File: src/rtl/mdc_fft_stage.sv
// mdc_fft_stage: parametrised radix-2 DIF stage of an MDC FFT pipeline.
//
// Datapath: input commutator -> DELAY-deep upper-path delay line -> butterfly
// (P1, registered) -> twiddle multiply on the difference branch (P2, registered).
//
// Ports:
//   clk, rst              clock (rising edge), synchronous active-high reset
//   in_valid              input pair valid this cycle
//   in_up_re/im           upper input sample (WIDTH, two's complement)
//   in_lo_re/im           lower input sample (WIDTH, two's complement)
//   tw_addr               twiddle ROM address (registered)
//   tw_re/im              ROM data for tw_addr, used one cycle after the address
//   out_valid             output pair valid
//   out_up_re/im          saturated butterfly sum
//   out_lo_re/im          saturated twiddled difference
//   primed                delay line holds DELAY valid samples since reset
//
// Optional feature macro: MDC_FFT_STAGE_ROUND_EN
//   defined   -> round half-up in the twiddle multiply and in SCALE halving
//   undefined -> truncation (default)
module mdc_fft_stage #(
  parameter int unsigned WIDTH     = 9,
  parameter int unsigned DELAY     = 16,
  parameter int unsigned TW_WIDTH  = 9,
  parameter int unsigned TW_FRAC   = 7,
  parameter int unsigned TW_AW     = 4,
  parameter int unsigned TW_STRIDE = 1,
  parameter int unsigned SCALE     = 0,
  parameter int unsigned COMM_EN   = 1
) (
  input  logic                clk,
  input  logic                rst,
  input  logic                in_valid,
  input  logic [WIDTH-1:0]    in_up_re,
  input  logic [WIDTH-1:0]    in_up_im,
  input  logic [WIDTH-1:0]    in_lo_re,
  input  logic [WIDTH-1:0]    in_lo_im,
  output logic [TW_AW-1:0]    tw_addr,
  input  logic [TW_WIDTH-1:0] tw_re,
  input  logic [TW_WIDTH-1:0] tw_im,
  output logic                out_valid,
  output logic [WIDTH-1:0]    out_up_re,
  output logic [WIDTH-1:0]    out_up_im,
  output logic [WIDTH-1:0]    out_lo_re,
  output logic [WIDTH-1:0]    out_lo_im,
  output logic                primed
);

  localparam int unsigned CW = $clog2(2 * DELAY);
  localparam int unsigned FW = $clog2(DELAY + 1);
  localparam int unsigned SW = WIDTH + 1;
  localparam int unsigned PW = SW + TW_WIDTH;
  localparam int unsigned MW = PW + 1;

  localparam logic signed [MW-1:0] POS_MAX = {{(MW-WIDTH+1){1'b0}}, {(WIDTH-1){1'b1}}};
  localparam logic signed [MW-1:0] NEG_MIN = {{(MW-WIDTH+1){1'b1}}, {(WIDTH-1){1'b0}}};
`ifdef MDC_FFT_STAGE_ROUND_EN
  localparam logic signed [MW-1:0] RND   = MW'(1) << (TW_FRAC - 1);
  localparam logic signed [SW:0]   ONE_X = (SW+1)'(1);
`endif

  // Clamp a wide signed value into WIDTH bits.
  function automatic logic [WIDTH-1:0] sat(input logic signed [MW-1:0] x);
    if (x > POS_MAX)      sat = POS_MAX[WIDTH-1:0];
    else if (x < NEG_MIN) sat = NEG_MIN[WIDTH-1:0];
    else                  sat = x[WIDTH-1:0];
  endfunction

  // Halve with one guard bit so the rounding increment cannot wrap.
  function automatic logic signed [SW-1:0] half(input logic signed [SW-1:0] x);
    logic signed [SW:0] t;
    t = {x[SW-1], x};
`ifdef MDC_FFT_STAGE_ROUND_EN
    t = t + ONE_X;
`endif
    half = SW'(t >>> 1);
  endfunction

  // Sample counter, fill counter and primed flag; all advance on valid only.
  logic [CW-1:0] cnt;
  logic [FW-1:0] fill;
  logic          phase;

  // 2*DELAY is a power of two, so cnt >= DELAY is just the MSB.
  assign phase = cnt[CW-1];

  always_ff @(posedge clk) begin
    if (rst) begin
      cnt    <= '0;
      fill   <= '0;
      primed <= 1'b0;
    end else if (in_valid) begin
      cnt <= cnt + CW'(1);
      if (!primed) begin
        fill   <= fill + FW'(1);
        primed <= (fill + FW'(1)) == FW'(DELAY);
      end
    end
  end

  // Input commutator.
  logic [WIDTH-1:0] a_re, a_im, b_re, b_im;

  always_comb begin
    a_re = in_up_re;
    a_im = in_up_im;
    b_re = in_lo_re;
    b_im = in_lo_im;
    if ((COMM_EN != 0) && phase) begin
      a_re = in_lo_re;
      a_im = in_lo_im;
      b_re = in_up_re;
      b_im = in_up_im;
    end
  end

  // Upper-path delay line; contents are never emitted before primed.
  logic [WIDTH-1:0] dl_re [DELAY];
  logic [WIDTH-1:0] dl_im [DELAY];

  always_ff @(posedge clk) begin
    if (in_valid) begin
      dl_re[0] <= a_re;
      dl_im[0] <= a_im;
      for (int i = 1; i < int'(DELAY); i++) begin
        dl_re[i] <= dl_re[i-1];
        dl_im[i] <= dl_im[i-1];
      end
    end
  end

  // Butterfly at WIDTH+1 bits with optional halving.
  logic signed [SW-1:0] ad_re_x, ad_im_x, b_re_x, b_im_x;
  logic signed [SW-1:0] sum_re_w, sum_im_w, dif_re_w, dif_im_w;
  logic signed [SW-1:0] sum_re, sum_im, dif_re, dif_im;

  always_comb begin
    ad_re_x  = {dl_re[DELAY-1][WIDTH-1], dl_re[DELAY-1]};
    ad_im_x  = {dl_im[DELAY-1][WIDTH-1], dl_im[DELAY-1]};
    b_re_x   = {b_re[WIDTH-1], b_re};
    b_im_x   = {b_im[WIDTH-1], b_im};
    sum_re_w = ad_re_x + b_re_x;
    sum_im_w = ad_im_x + b_im_x;
    dif_re_w = ad_re_x - b_re_x;
    dif_im_w = ad_im_x - b_im_x;
    sum_re   = sum_re_w;
    sum_im   = sum_im_w;
    dif_re   = dif_re_w;
    dif_im   = dif_im_w;
    if (SCALE != 0) begin
      sum_re = half(sum_re_w);
      sum_im = half(sum_im_w);
      dif_re = half(dif_re_w);
      dif_im = half(dif_im_w);
    end
  end

  // P1: butterfly results, twiddle address, valid.
  logic [WIDTH-1:0]     sum_re_q, sum_im_q;
  logic signed [SW-1:0] dif_re_q, dif_im_q;
  logic                 v1;

  always_ff @(posedge clk) begin
    if (rst) begin
      sum_re_q <= '0;
      sum_im_q <= '0;
      dif_re_q <= '0;
      dif_im_q <= '0;
      tw_addr  <= '0;
      v1       <= 1'b0;
    end else begin
      sum_re_q <= sat(MW'(sum_re));
      sum_im_q <= sat(MW'(sum_im));
      dif_re_q <= dif_re;
      dif_im_q <= dif_im;
      tw_addr  <= TW_AW'((32'(cnt) & 32'(DELAY - 1)) * 32'(TW_STRIDE));
      // primed before this sample means its delayed partner is real data.
      v1       <= in_valid & primed;
    end
  end

  // Complex multiply of the difference by the twiddle, full precision.
  logic signed [TW_WIDTH-1:0] tw_re_s, tw_im_s;
  logic signed [PW-1:0]       p_rr, p_ii, p_ri, p_ir;
  logic signed [MW-1:0]       mul_re, mul_im, mul_re_r, mul_im_r, sh_re, sh_im;

  assign tw_re_s = tw_re;
  assign tw_im_s = tw_im;

  always_comb begin
    p_rr     = PW'(dif_re_q) * PW'(tw_re_s);
    p_ii     = PW'(dif_im_q) * PW'(tw_im_s);
    p_ri     = PW'(dif_re_q) * PW'(tw_im_s);
    p_ir     = PW'(dif_im_q) * PW'(tw_re_s);
    mul_re   = MW'(p_rr) - MW'(p_ii);
    mul_im   = MW'(p_ri) + MW'(p_ir);
`ifdef MDC_FFT_STAGE_ROUND_EN
    mul_re_r = mul_re + RND;
    mul_im_r = mul_im + RND;
`else
    mul_re_r = mul_re;
    mul_im_r = mul_im;
`endif
    sh_re    = mul_re_r >>> TW_FRAC;
    sh_im    = mul_im_r >>> TW_FRAC;
  end

  // P2: output register; data holds across invalid slots.
  always_ff @(posedge clk) begin
    if (rst) begin
      out_valid <= 1'b0;
      out_up_re <= '0;
      out_up_im <= '0;
      out_lo_re <= '0;
      out_lo_im <= '0;
    end else begin
      out_valid <= v1;
      if (v1) begin
        out_up_re <= sum_re_q;
        out_up_im <= sum_im_q;
        out_lo_re <= sat(sh_re);
        out_lo_im <= sat(sh_im);
      end
    end
  end

endmodule

File: config.mk
export PLATFORM = sky130hd
export DESIGN_NAME = mdc_fft_stage
export DESIGN_NICKNAME = d
export VERILOG_FILES = /design/src/rtl/mdc_fft_stage.sv
export SDC_FILE = /design/constraint.sdc
export NUM_CORES = 1
export LEC_CHECK = 0
export CAP_MARGIN = 0
export CORE_AREA = 2 2 239 241
export CTS_CLUSTER_SIZE = 8
export DETAILED_ROUTE_END_ITERATION = 7
export DIE_AREA = 0 0 241 243
export GPL_TIMING_DRIVEN = 0
export PLACE_DENSITY = 0.75
export SLEW_MARGIN = 10
export SYNTH_ARGS = -nofsm -noshare
export SYNTH_HDL_FRONTEND = slang
export SYNTH_SLANG_ARGS = --single-unit
File: constraint.sdc
create_clock -name clk -period 9.2 [get_ports clk]
set_input_delay 0.92 -clock clk [delete_from_list [all_inputs] [get_ports clk]]
set_output_delay 0.92 -clock clk [all_outputs]
set_load 0.02 [all_outputs]
==> impl_results.md, run 1 <==
- Synth async-reset ratio: 0
- Final hold vios: 0
- Critical-path maximum fanout: 10
- CTS buffer count: 53
- Sequential area share after synthesis: 0.3771
- Clk_skew: approximately 22 ps
- Num Clock Sinks: 379
- Final GP Congestion: just over 0.9
- Worst setup EP type: flip-flop
- Area share of the largest cell type after synthesis: 0.3115
- Synth Net Count: approximately 3,000
- Min-delay worst type: flip-flop to flip-flop
- DRC: 0
- Post-layout minimum cycle time: 8485 ps
- Post-synth EDFFs: 288
- Final count of negative-setup-slack endpoints: 0
- Yosys warnings: 0
- Starting density of the core: 0.4962
- Reg2reg setup slack: 830 ps
- Total wire length: 61.25 mm
- RR Endpoint: out_lo_im[3]
- Number of buffers inserted by hold repair at cts: 0
- Max Transition Viols Final: 0
- Crit path DAT: between 8000 and 9000 ps
- Placeable Area: approximately 56,000 µm²
- Rows: 87
- GRT Overall Usage: 0.2217
- Critical Path RT: slightly below 10,000 ps
- Worst Hold Path EP: dl_im[1][63]
- Status: completed
- Ys flop type: edfxtp_1
- DIE AREA: about 60,000 µm²
- Initial antenna violation count: 5
- PortBufs: 83
- Remaining Overflow, GRT: 0
- Worst Max-Slew Pin Slew: around 1100 ps
- Max cap viols: 0
- NumNets Final: ~3,100
- Clock-pin transition on the worst setup and hold timing paths: about 50 ps
- First-pass GRT wire length: between 90 and 100 mm
- Tcrit/Tclk final: 0.9222
- Worst reg2reg path startpoint: dif_re_q[9]
- Root Buffer: clkbuf_16
- Most frequent cells in the layout: inv_1 (453), fa_1 (385), edfxtp_1 (288)
- Top cells by area, synth: edfxtp_1 (31%), fa_1 (28%), ha_1 (8.7%), dfxtp_1 (6.6%), inv_1 (6.1%)
- Fill count: ~4,600
- Startpoint Class: primary input
- Gate Count Post-Synth: approximately 2,300
- Vias per cell: slightly above 5
- Via Count: about 17,000
- FMAX: 0.1179 GHz
- Worst hold path depth: 0
- Detail Route Antenna Nets: 0
- Crit path kind: primary input to flip-flop
- H-Tree Depth: 2
- Worst skew pair latency: roughly 600 ps
- Die Y: between 200 and 250 µm
- Chip Width: between 200 and 250 µm
- Synth cell types: 56
- Routed WL per cell: 18.63 µm
- Fraction of layout cells with a size suffix above 1: 0.03953
- Iteration-0 DRC Markers: approximately 1,100
- Mean Syn Cell Area: about 12 µm²
- Commonest non-fill, non-tap cell in the layout: inv_1
- RSZ-0062 raised after global routing: no
- Layout area overhead: 12.35%
- Worst Reg-to-Reg Cells: 23
- Longest Clk Path Bufs: 3
- Slew headroom: 0.2834
- Vias in the first global route: 18,540
- Setup TNS: 0 ps
- Leading area contributor after synthesis: edfxtp_1
- Detail Placement HPWL: 45.68 mm
- Largest net degree at the start of global routing: between 100 and 150
- Register bit total from synthesis: 379
- Hold Crit Start: dl_im[1][54]
- Worst hold slack: between 400 and 500 ps
- Drt pass-1 iters: 5
- Cell area after synthesis: roughly 28,000 µm²
- TritonCTS clock tree: yes
- Ports: a little under 100
through the flow:
| step | std cells | setup WS [ps] | utilization | area, µm² |
|---|---|---|---|---|
| after floorplan | 2348 | 2066 | - | 27760 |
| after global placement | 3187 | -2003 | 0.5280 | 29540 |
| after detailed placement | 3189 | -68.51 | 0.5290 | 29600 |
| after CTS | 3286 | 534.6 | 0.5574 | 31190 |
| after global routing | 3286 | 153.6 | 0.5574 | 31190 |
| final | 3288 | 715.3 | 0.5575 | 31190 |
timing repair:
action,CTS,global route
gates resized for setup,0,1
setup buffers,0,0
setup endpoints to repair,0,7
area by class of cell:
cell class / instances / area (µm²) / share of cell area
multi-input combinational: 1431 / 15270 / 0.4895
buffer: 85 / 324.1 / 0.01039
clock inverter: 4 / 110.1 / 0.003530
antenna: 2 / 5.005 / 0.0001604
clock buffer: 93 / 1476 / 0.04733
sequential: 379 / 10470 / 0.3357
tap: 756 / 945.9 / 0.03032
timing repair buffer: 85 / 890.9 / 0.02856
inverter: 453 / 1700 / 0.05451
Yosys cell counts, types with 3 or more instances:
library cell	number
clkbuf_1	74
dfxtp_1	91
or2_2	4
nand3_1	7
o21a_1	3
and3_1	5
nor3b_1	4
nand2b_1	25
edfxtp_1	288
nand2_1	189
a21boi_0	4
or3_1	4
o21ai_0	31
nor3_1	10
a21oi_1	48
fa_1	385
inv_1	453
ha_1	194
xor2_1	26
o31ai_1	5
buf_1	9
nand4_1	7
nor2_1	103
a211oi_2	8
o211ai_1	3
mux2_2	20
xnor2_1	52
o21bai_1	9
a211oi_1	11
and2_1	179
mux2i_1	40
nor2b_1	18
a21o_1	9
metal layers:
metal  share of wire  global-route usage  vias up
met3           0.071             0.04720      122
li1                -                   -     7673
met1            0.41              0.2897     8601
met4           0.040             0.09205        8
met5         0.00091                   0        -
met2            0.48              0.3589      534
registers in the layout (all words and copies together), names as in the netlist:
signal	cells
tw_addr	4
v1	1
out_lo_im	9
dl_re	144
out_lo_re	9
out_up_re	9
sum_re_q	9
out_up_im	9
fill	5
dif_im_q	10
out_valid	1
dl_im	144
dif_re_q	10
cnt	5
sum_im_q	9
primed	1
cell families after synthesis:
| logic type | after synthesis | share of synthesized area |
|---|---|---|
| buffers and inverters | 538 | 0.07292 |
| XOR/XNOR | 78 | 0.02461 |
| multiplexers | 60 | 0.02253 |
| adder cells (fa/ha/maj) | 579 | 0.3650 |
| AND/OR/NAND/NOR | 561 | 0.1000 |
| flip-flops | 379 | 0.3771 |
| AO/OA/AOI/OAI | 153 | 0.03777 |
worst max path at each step:
stage	endpoint	start
after floorplan	out_lo_re[0]	tw_im[0]
after global placement	fill[4]	in_valid
after detailed placement	out_lo_im[0]	tw_im[7]
after CTS	out_lo_im[0]	tw_im[7]
after global routing	out_lo_im[0]	tw_im[7]
final	out_lo_im[3]	tw_im[7]
worst max-delay path: stages:
cell and delay (ps):
clkdlybuf4s50_1 560, clkbuf_1 590, buf_1 540, and2_1 240, fa_1 440, fa_1 510, fa_1 520, inv_1 60
fa_1 510, fa_1 490, inv_1 50, fa_1 440, ha_1 300, ha_1 350, a21oi_1 160, o21ai_0 160
a2111oi_1 710, o31ai_1 150, a21oi_1 200, xor2_1 140, o41ai_4 580, nand2_1 140, a211oi_2 230
Power of run 1 is left out: the tool's default activity adds up to more than one toggle a clock period on the data nets, which glitch-free logic cannot reach.
==> run 2, diff against run 1 <==
Settings changed: GPL_ROUTABILITY_DRIVEN set to 0, SKIP_CTS_REPAIR_TIMING set to 1.
==> run 2 against run 1 <==
Clock-buffer cell count up 2; non-clock buffer count did not move; worst hold slack worse by 13 ps; flip-flop and latch count did not move; routed wire length is 0.88% lower; via count up 0.81%; first-iteration DRC count up 3.1%; clock skew is 17 ps higher; core utilization grew 0.083 points; setup slack got worse by 230 ps; sequential share of layout area hardly changed; fmax down 2.6%; critical endpoint is now out_lo_im[1].
==> impl_results.md, run 2 (synthesis gave the netlist of run 1 again) <==
- Max Transition Viols Final: 0
- Drt pass-1 iters: 6
- Family with the most delay on the worst path: adder cells
- Worst skew pair latency: around 600 ps
- Num Clock Sinks: ~380
- Top flop regs: dl_im (144), dl_re (144)
- Die Y: around 240 µm
- Post-layout minimum cycle time: a little under 9000 ps
- WL met2: between 20 and 30 mm
- DRC: 0
- Crit path DAT: slightly above 9000 ps
- Vias per cell: about 5.2
- Critical-path maximum fanout: 10
- TritonCTS clock tree: yes
- Final hold vios: 0
- Status: completed
- Worst setup EP type: flip-flop
- Non-filler cells, final: ~3,300
- WP depth: 23
- Longest Clk Path Bufs: 3
- Starting density of the core: 0.4962
- FMAX: about 0.11 GHz
- Dpl cells: around 3,200
- Crit path kind: primary input to flip-flop
- CTS buffer count: 54
- Iteration-0 DRC Markers: approximately 1,100
- GRT Overall Usage: 0.2172
- Initial antenna violation count: 3
- Final count of negative-setup-slack endpoints: 0
- Tcrit/Tclk final: 0.9468
- Met3 wire length: approximately 4.8 mm
- Worst hold path depth: 0
- CP Cell Sequence: clkdlybuf4s50_1, clkbuf_1, buf_1, and2_1, fa_1, fa_1, fa_1, inv_1, fa_1, fa_1, inv_1, fa_1, ha_1, ha_1, a21oi_1, o21ai_0, a2111oi_0, o31ai_1, a21oi_1, xor2_1, o41ai_4, nand2_1, a211oi_2
- Most frequent cells in the layout: inv_1 (453), fa_1 (385), edfxtp_1 (288)
- Min-delay worst type: flip-flop to flip-flop
- Setup TNS: 0 ps
- Post-Route Utilization: 0.5583
- Via Count: approximately 17,000
- Routed WL per cell: 18.45 µm
- Clk_skew: 38.94 ps
- Max stage delay on crit path: 1000 ps
- Worst Reg-to-Reg Cells: 23
- Detail Route Antenna Nets: 0
- DIE AREA: between 50,000 and 60,000 µm²
- Startpoint Class: primary input
- Fill count: 4,593
- PortBufs: 83
- Commonest non-fill, non-tap cell in the layout: inv_1
- Chip Width: around 240 µm
- Fraction of layout cells with a size suffix above 1: 0.04027
- Most used cell, CP: fa_1
- Rows: 87
- NumNets Final: approximately 3,100
- Vias in the first global route: 18,560
- Clock-pin transition on the worst setup and hold timing paths: around 50 ps
- Remaining Overflow, GRT: 0
- Worst hold slack: between 300 and 400 ps
- Largest net degree at the start of global routing: ~130
- Detail Placement HPWL: 45.39 mm
- Slew headroom: 0.1995
- Ports: between 90 and 100
- H-Tree Depth: 2
- Layout area overhead: 12.52%
- Root Buffer: clkbuf_16
- Total wire length: between 60 and 70 mm
- M1 WL: between 20 and 25 mm
- Worst path bufs/invs: 5
- Worst Max-Slew Pin Slew: roughly 1200 ps
- Max cap viols: 0
- RSZ-0062 raised after global routing: no
- Placeable Area: 55,950 µm²
- Slowest-stage cell, CP: a2111oi_0
- First-pass GRT wire length: 97.57 mm
- Highest routed layer: met5
- Critical Path RT: approximately 9700 ps
==> run 2: changes by cell type in the layout (fill, tap and decap cells not counted), sizes merged <==
cell and change:
clkbuf +2, inv -1, clkinv +2
==> run 2: worst paths after layout <==
check,startpoint,endpoint,slack [ps]
worst max register to register,dif_re_q[9],out_lo_im[1],740
worst min register to register,dl_im[1][46],dl_im[1][55],390
worst max-delay path,tw_im[7],out_lo_im[1],490
worst min-delay path,dl_im[1][46],dl_im[1][55],390
==> run 2: metal layers <==
layer | GRT usage | vias up
met4 | 0.1002 | 4
li1 | - | 7664
met3 | 0.04913 | 171
met2 | 0.3529 | 630
met5 | 0 | -
met1 | 0.2764 | 8607
==> run 2: area by class of cell <==
| cell class | count | area (µm²) | area share |
|---|---|---|---|
| diodes | 2 | 5.005 | 0.0001602 |
| multi-input cells | 1431 | 15270 | 0.4888 |
| plain buffers | 85 | 324.1 | 0.01037 |
| clock buffers | 95 | 1505 | 0.04818 |
| repair buffers | 85 | 890.9 | 0.02852 |
| flip-flops and latches | 379 | 10470 | 0.3352 |
| well taps | 756 | 945.9 | 0.03028 |
| clock inverters | 5 | 128.9 | 0.004125 |
| inverters | 453 | 1700 | 0.05443 |
==> run 2: per-stage QoR <==
step / setup slack (ps) / area, µm²
CTS: 667.3 / 31230
floorplan: 2066 / 27760
global route: 140.8 / 31240
finish: 489.1 / 31240
global placement: -2026 / 29540
detailed placement: 71.14 / 29600
==> run 2: worst reg2reg max path, stage by stage (launching register included) <==
cell and delay [ps]:
dfxtp_1 300, clkbuf_1 500, clkbuf_1 520, nand2_1 260, fa_1 680, inv_1 140, fa_1 500, fa_1 530
inv_1 60, fa_1 490, fa_1 500, inv_1 50, fa_1 430, ha_1 300, ha_1 350, a21oi_1 160
o21ai_0 150, a2111oi_0 1000, o31ai_1 150, a21oi_1 210, xor2_1 140, o41ai_4 550, nand2_1 140, a211oi_2 250
Power of run 2 is left out for the same reason.
==> run 3, diff against run 2 <==
Settings changed: CAP_MARGIN 0 to 20.
==> results of run 3 <==
Final layout, timing and power as in run 2 (identical DEF).
Power of run 3 is left out for the same reason.
